## src/rtl/seg_scan_driver.sv

```systemverilog
// Eight-anode seven-segment scan driver: rotates four BCD digits onto the
// upper anodes with dead-time, per-slot snapshot, leading-zero and global blanking.
module seg_scan_driver #(
  parameter int unsigned SCAN_DIV    = 100000,
  parameter int unsigned DEAD_CYCLES = 16,
  parameter bit          LZ_BLANK    = 1'b1
) (
  input  logic        sysclock,
  input  logic        reset,
  input  logic [15:0] digits,
  input  logic [3:0]  dp_in,
  input  logic        blank,
  output logic [7:0]  anode,
  output logic [7:0]  seg,
  output logic [1:0]  slot_idx,
  output logic        frame_tick
);

  localparam int unsigned PW = (SCAN_DIV > 1) ? $clog2(SCAN_DIV) : 1;
  localparam int unsigned DW = (DEAD_CYCLES > 1) ? $clog2(DEAD_CYCLES) : 1;
  localparam logic [PW-1:0] PRESC_LAST = PW'(SCAN_DIV - 1);
  localparam logic [DW-1:0] DEAD_LOAD  = DW'(DEAD_CYCLES - 1);

  typedef enum logic {
    ST_DEAD = 1'b0,
    ST_ON   = 1'b1
  } state_t;

  state_t        state;
  logic [PW-1:0] presc;
  logic [DW-1:0] dead_cnt;
  logic [15:0]   snap_digits;
  logic [3:0]    snap_dp;

  logic [3:0]    cur_digit;
  logic          cur_dp;
  logic          lz_dark;
  logic          lit;
  logic [6:0]    enc;
  logic [7:0]    anode_nx;
  logic [7:0]    seg_nx;

  // Select the snapshot nibble for the active slot and decide whether it is lit.
  always_comb begin
    cur_digit = 4'h0;
    cur_dp    = 1'b0;
    lz_dark   = 1'b0;
    case (slot_idx)
      2'd0: begin cur_digit = snap_digits[3:0];   cur_dp = snap_dp[0]; end
      2'd1: begin cur_digit = snap_digits[7:4];   cur_dp = snap_dp[1]; end
      2'd2: begin cur_digit = snap_digits[11:8];  cur_dp = snap_dp[2]; end
      default: begin cur_digit = snap_digits[15:12]; cur_dp = snap_dp[3]; end
    endcase
    if (LZ_BLANK) begin
      case (slot_idx)
        2'd1:    lz_dark = (snap_digits[15:4] == 12'h000);
        2'd2:    lz_dark = (snap_digits[15:8] == 8'h00);
        2'd3:    lz_dark = (snap_digits[15:12] == 4'h0);
        default: lz_dark = 1'b0;
      endcase
    end
    lit = (state == ST_ON) && !blank && !lz_dark;
  end

  // Active-low segment pattern, bits g..a; values above 9 show a dash.
  always_comb begin
    enc = 7'h3F;
    case (cur_digit)
      4'd0:    enc = 7'h40;
      4'd1:    enc = 7'h79;
      4'd2:    enc = 7'h24;
      4'd3:    enc = 7'h30;
      4'd4:    enc = 7'h19;
      4'd5:    enc = 7'h12;
      4'd6:    enc = 7'h02;
      4'd7:    enc = 7'h78;
      4'd8:    enc = 7'h00;
      4'd9:    enc = 7'h10;
      default: enc = 7'h3F;
    endcase
  end

  always_comb begin
    anode_nx = 8'hFF;
    seg_nx   = 8'hFF;
    if (lit) begin
      anode_nx = ~(8'h10 << slot_idx);
      seg_nx   = {~cur_dp, enc};
    end
  end

  // Slot sequencer: DEAD_CYCLES dark, then SCAN_DIV lit; outputs lag state by one edge.
  always_ff @(posedge sysclock or posedge reset) begin
    if (reset) begin
      state       <= ST_DEAD;
      dead_cnt    <= DEAD_LOAD;
      presc       <= '0;
      slot_idx    <= 2'd3;
      snap_digits <= 16'h0000;
      snap_dp     <= 4'h0;
      anode       <= 8'hFF;
      seg         <= 8'hFF;
      frame_tick  <= 1'b0;
    end else begin
      anode      <= anode_nx;
      seg        <= seg_nx;
      frame_tick <= 1'b0;
      case (state)
        ST_DEAD: begin
          if (dead_cnt == '0) begin
            state       <= ST_ON;
            presc       <= '0;
            slot_idx    <= slot_idx + 2'd1;
            snap_digits <= digits;
            snap_dp     <= dp_in;
            frame_tick  <= (slot_idx == 2'd3);
          end else begin
            dead_cnt <= dead_cnt - DW'(1);
          end
        end
        ST_ON: begin
          if (presc == PRESC_LAST) begin
            state    <= ST_DEAD;
            dead_cnt <= DEAD_LOAD;
            presc    <= '0;
          end else begin
            presc <= presc + PW'(1);
          end
        end
        default: begin
          state    <= ST_DEAD;
          dead_cnt <= DEAD_LOAD;
        end
      endcase
    end
  end

endmodule

```

## config.mk

```make
export PLATFORM = sky130hd
export DESIGN_NAME = seg_scan_driver
export DESIGN_NICKNAME = d
export VERILOG_FILES = /design/src/rtl/seg_scan_driver.sv
export SDC_FILE = /design/constraint.sdc
export NUM_CORES = 1
export LEC_CHECK = 0
export ABC_AREA = 1
export ABC_CLOCK_PERIOD_IN_PS = 2600
export CORE_ASPECT_RATIO = 1.1
export CORE_MARGIN = 3
export CORE_UTILIZATION = 55
export CTS_CLUSTER_DIAMETER = 120
export CTS_CLUSTER_SIZE = 25
export DETAILED_ROUTE_END_ITERATION = 8
export GPL_TIMING_DRIVEN = 0
export HOLD_SLACK_MARGIN = 0.12
export PLACE_DENSITY = 0.78
export SYNTH_ARGS = -nofsm -noshare
export SYNTH_HDL_FRONTEND = slang
export SYNTH_SLANG_ARGS = --single-unit
export TNS_END_PERCENT = 50
```

## constraint.sdc

```tcl
create_clock -name sysclock -period 2.6 [get_ports sysclock]
set_input_delay 0.52 -clock sysclock [delete_from_list [all_inputs] [get_ports sysclock]]
set_output_delay 0.52 -clock sysclock [all_outputs]
set_load 0.02 [all_outputs]
```

# Word-level counts from Yosys, hierarchy flattened
# Memory sizes are Yosys's and may differ from the RTL's.
# Cells that the tools add are included.
# word_totals
romBits,112
mem_count,1
reg_bits,61
elab_cells,51
# classes
eq_ne,7
n_mux,16
shifts,1
bitwise_logic,3
addsub,3
reduce_logical,11
# mem_list
memory,depth,word_bits,read_ports,rd_ports_with_merged_regs,wr,line,text
(no name shown),16,7,1,0,0,68,case (cur_digit)
# op_table
operator,count
$mux W17,2
$pmux W17 S2,1
$add A17 B1 Y17 const B,1
$eq A17 B17 Y1 const B,1
$mux W8,2
$logic_not A12 Y1,1
$pmux W4 S3,1
$logic_not A4 Y1,2
$logic_not A8 Y1,1
$mux W4,2
$not A8 Y8,1
$pmux W4 S2,1
$shl A5 B2 Y8 const A,1
$pmux W1 S3,2
$eq A2 B2 Y1 const B,2
$mux W1,4
$ne A2 B2 Y1 const B,2
$reduce_and A2 Y1,2
$sub A4 B1 Y4 const B,1
$add A2 B1 Y2 const B,1
$eq A2 B1 Y1 const B,1
$logic_and A1 B1 Y1,2
$logic_not A1 Y1,2
$logic_not A2 Y1,1
other kinds (3),4

# Longest topological paths before layout
# depth
ltp_word,5
ltp_mapped,12
depth_no_buf,12

# Least setup slack after synthesis
# OpenSTA, ideal clock, no wires.
# synth_timing
path_kind,flip-flop to flip-flop
startpoint,reg slot_idx[0]
endpoint,reg seg[1]
setup_time_ns,0.060
path_stages_with_launch,10
path_buffers,0
t_arrival_ns,2.092
slack_ns,0.447
cell_sequence,dfstp_2 -> inv_1 -> ha_1 -> nand2_1 -> o21ai_0 -> o21ai_2 -> inv_1 -> ha_1 -> or2_2 -> nand2_1
# synth_via
elab_chain_len,5
word_cells_on_any_way,10
cone_classes,eq/ne: 3; mux: 3; reduce/logical: 3; memory: 1
# synth_rtl
element,line,text
start: declaration,15,"output logic [1:0] slot_idx,"
start signal: assignment,113,slot_idx <= slot_idx + 2'd1;
branches (longest 4 deep; another with $mem_v2 Z16 W7),-,
$mux W8 (*),86,if (lit) begin
via seg_nx[1],41,logic [7:0] seg_nx;
end signal: assignment,106,seg <= seg_nx;
end: declaration,14,"output logic [7:0] seg,"
# Mark *: on every way through the listed nets, which the timed path passes.
# A chain may end at the register's enable or synchronous reset.

# Worst setup path after layout
# Same ends and word-level chain as after synthesis.

==> results.json <==
{
  "post_route_cells_drive_above_1_share_pct": 13.7,
  "worst-setup-path-type": "flop to flop",
  "finalNonFillerCells": 509,
  "num_rows": 27,
  "wl_per_cell_um": 12.3,
  "antenna_found_initial": 0,
  "dieWidth_um": 76.7,
  "wl_mm": 6.25,
  "grt_max_degree": 32,
  "clkTransAtPathRegs_ns": 0.06,
  "rr_worst_depth": 9,
  "grt.total_usage_pct": 21.4,
  "netlist_instances": 380,
  "fillers": 405,
  "routabilityCongestion": 0.959,
  "htreeDepth": 3,
  "endpoint": "seg[1]",
  "maxCapViolCount": 0,
  "fmax_mhz": 429,
  "period_share_pct": 89.7,
  "drc": 0,
  "status": "finished clean",
  "antenna_left": 0,
  "placed_cells": 493,
  "path_max_fanout": 7,
  "ys_seq_area_share_pct": 47.9,
  "hold_path_class": "flop to flop",
  "ys_warn_count": 0,
  "synth.avg_cell_area_um2": 7.95,
  "antenna_cells": 0,
  "slew_violations": 0,
  "post-cts-setup-buffers": 0,
  "cts_tree": "built",
  "ios": 42,
  "met2_usage_pct": 31.6,
  "dpl.hpwl_mm": 4.71,
  "start_util_pct": 58.5,
  "met1_usage_pct": 30.5,
  "via_count": 2574,
  "core_region_area_um2": 5170,
  "avgViaCountPerCell": 5.06,
  "rsz0062_at_grt": "false",
  "r2r_slack_ns": 0.27,
  "grtUsageMet3_pct": 4.43,
  "clock_path_buffers": 2,
  "arrival_ns": 2.60,
  "clk_latency_ns": 0.33,
  "area_growth_pct": 22.8,
  "portBuffers": 37,
  "ctsHoldBuffers": 0,
  "top_usage_layer": "met2",
  "grt_pass1_wl_mm": 11.1,
  "required_ns": 2.87,
  "p_leak_nw": 1.78,
  "cts_resized": 0,
  "dieArea_um2": 6420,
  "period_needed_ns": 2.33,
  "crit_path_start_kind": "flop",
  "tightest_slew_ns": 0.569,
  "syn_area_um2": 3020,
  "peakVddDrop_mv": 0.340,
  "synth-seq-cells": 57,
  "startpoint": "slot_idx[0]",
  "setup_viol": 0,
  "finClkSkew_ns": 0.00655,
  "cts_made_buffers": 9,
  "slew_headroom_pct": 62.0,
  "clock_sinks": 57,
  "r2r_start": "slot_idx[0]",
  "root_buffer": "clkbuf_8",
  "min_path_cells": 2,
  "worstSetupEndpointType": "flop",
  "nets": 466,
  "seqCellArea_um2": 1450,
  "power_density_nw_per_um2": 512,
  "whs_ns": 0.473,
  "worstReg2RegEnd": "seg[1]",
  "grt-ovfl-total": 0,
  "drt_iter0_markers": 161,
  "first_pass_iters": 5,
  "hold_viol_final": 0,
  "die_h_um": 83.8,
  "synth_cell_type_count": 37,
  "grt_pass1_vias": 2389,
  "multi_input_area_um2": 1350
}
==> sequential cells by signal (all words and copies together), names as in the netlist <==
register and count:
snap_dp 4, snap_digits 16, slot_idx 2, presc 17, anode 4, frame_tick 1
dead_cnt 4, seg 8, state 1
==> synthesized netlist by cell type <==
cell / number / area (µm²)
nor3_1: 4 / 20.0
nor3_4: 1 / 16.3
o21ai_0: 23 / 115
clkbuf_1: 3 / 11.3
o31ai_1: 1 / 7.51
conb_1: 1 / 3.75
xor2_1: 5 / 43.8
o21ai_1: 3 / 15.0
dfstp_2: 18 / 473
a21oi_1: 4 / 20.0
buf_6: 1 / 11.3
xnor2_1: 1 / 8.76
nor4_1: 1 / 6.26
nand2_1: 130 / 488
nor2_4: 1 / 11.3
o22ai_1: 4 / 25.0
nor2_1: 24 / 90.1
nand2_2: 3 / 18.8
dfrtp_1: 39 / 976
nand3b_1: 1 / 7.51
nand3_2: 1 / 10.0
buf_4: 4 / 30.0
clkinv_1: 1 / 3.75
nor2_8: 1 / 20.0
o21ai_2: 1 / 8.76
or2_2: 3 / 18.8
inv_1: 40 / 150
nor2_2: 3 / 18.8
inv_2: 4 / 15.0
a21boi_1: 1 / 7.51
nand3_1: 25 / 125
a32o_1: 1 / 10.0
nand4_1: 11 / 68.8
o21bai_1: 1 / 7.51
o211ai_1: 1 / 7.51
buf_2: 3 / 15.0
ha_1: 11 / 138
==> per-stage QoR <==
stage	total power, W	instance area (µm²)	setup slack [ns]	setup TNS, ns	utilization, %
after floorplan	0.00102	3030	0.447	0	-
after global placement	0.00109	3490	-0.310	-12.01	67.6
after detailed placement	0.00109	3510	0.299	0	68.0
after CTS	0.00191	3710	0.276	0	71.8
after global routing	0.00198	3710	0.128	0	71.8
final	0.00190	3710	0.268	0	71.8
==> report_power, final <==
group	switching [W]	leakage, nW	internal [W]
sequential	0.0000108	0.672	0.000920
combinational	0.0000772	1.01	0.0000703
clock	0.000329	0.103	0.000492
==> worst min-delay path by stage <==
stage                                 to           start  slack [ns]
after floorplan           snap_digits[2]  snap_digits[2]        0.44
after global placement       dead_cnt[1]     dead_cnt[1]        0.46
after detailed placement  snap_digits[0]  snap_digits[0]        0.46
after CTS                    dead_cnt[2]     dead_cnt[2]        0.47
after global routing         dead_cnt[2]     dead_cnt[2]        0.50
final                        dead_cnt[1]     dead_cnt[1]        0.47
==> final cells by class <==
cell class | count | area share [%]
Timing Repair Buffer | 38 | 10.5
Tap cell | 72 | 2.43
Multi-Input combinational cell | 270 | 36.3
Sequential cell | 57 | 39.0
Buffer | 11 | 1.82
Clock inverter | 3 | 1.08
Clock buffer | 13 | 4.28
Inverter | 45 | 4.55
==> placed cells by master (no fill, tap or decap), types with 5 or more instances in the layout <==
master and instances:
clkdlybuf4s50_1 37, nand4_1 11, inv_1 39, nand2_1 130, xor2_1 5, o21ai_0 23
nand3_1 25, clkbuf_1 5, nor2_1 24, clkbuf_8 11, dfstp_2 18, ha_1 11
dfrtp_1 39, inv_2 5
==> routing by layer <==
metal / up-vias / share of wire, %
met5: - / 0
met2: 77 / 45
met4: 0 / 1.5
met3: 9 / 5.0
met1: 1179 / 48
li1: 1309 / -
==> worst max-delay path: stages, from the launching register on <==
cell and delay (ns):
dfstp_2 0.60, inv_1 0.10, ha_1 0.30, nand2_1 0.10
o21ai_0 0.10, o21ai_2 0.29, inv_1 0.11, ha_1 0.33
or2_2 0.29, nand2_1 0.07
==> cell families after synthesis <==
kind of cell | Yosys count | synth area share, %
buffers and inverters | 56 | 7.82
DFF | 57 | 47.9
adders and majority gates | 11 | 4.55
xor gates and xnor gates | 6 | 1.74
and+or+nand+nor | 209 | 30.4
AOI/OAI and AO/OA | 40 | 7.41
other | 1 | 0.124
(Power assumes the default switching activity.)
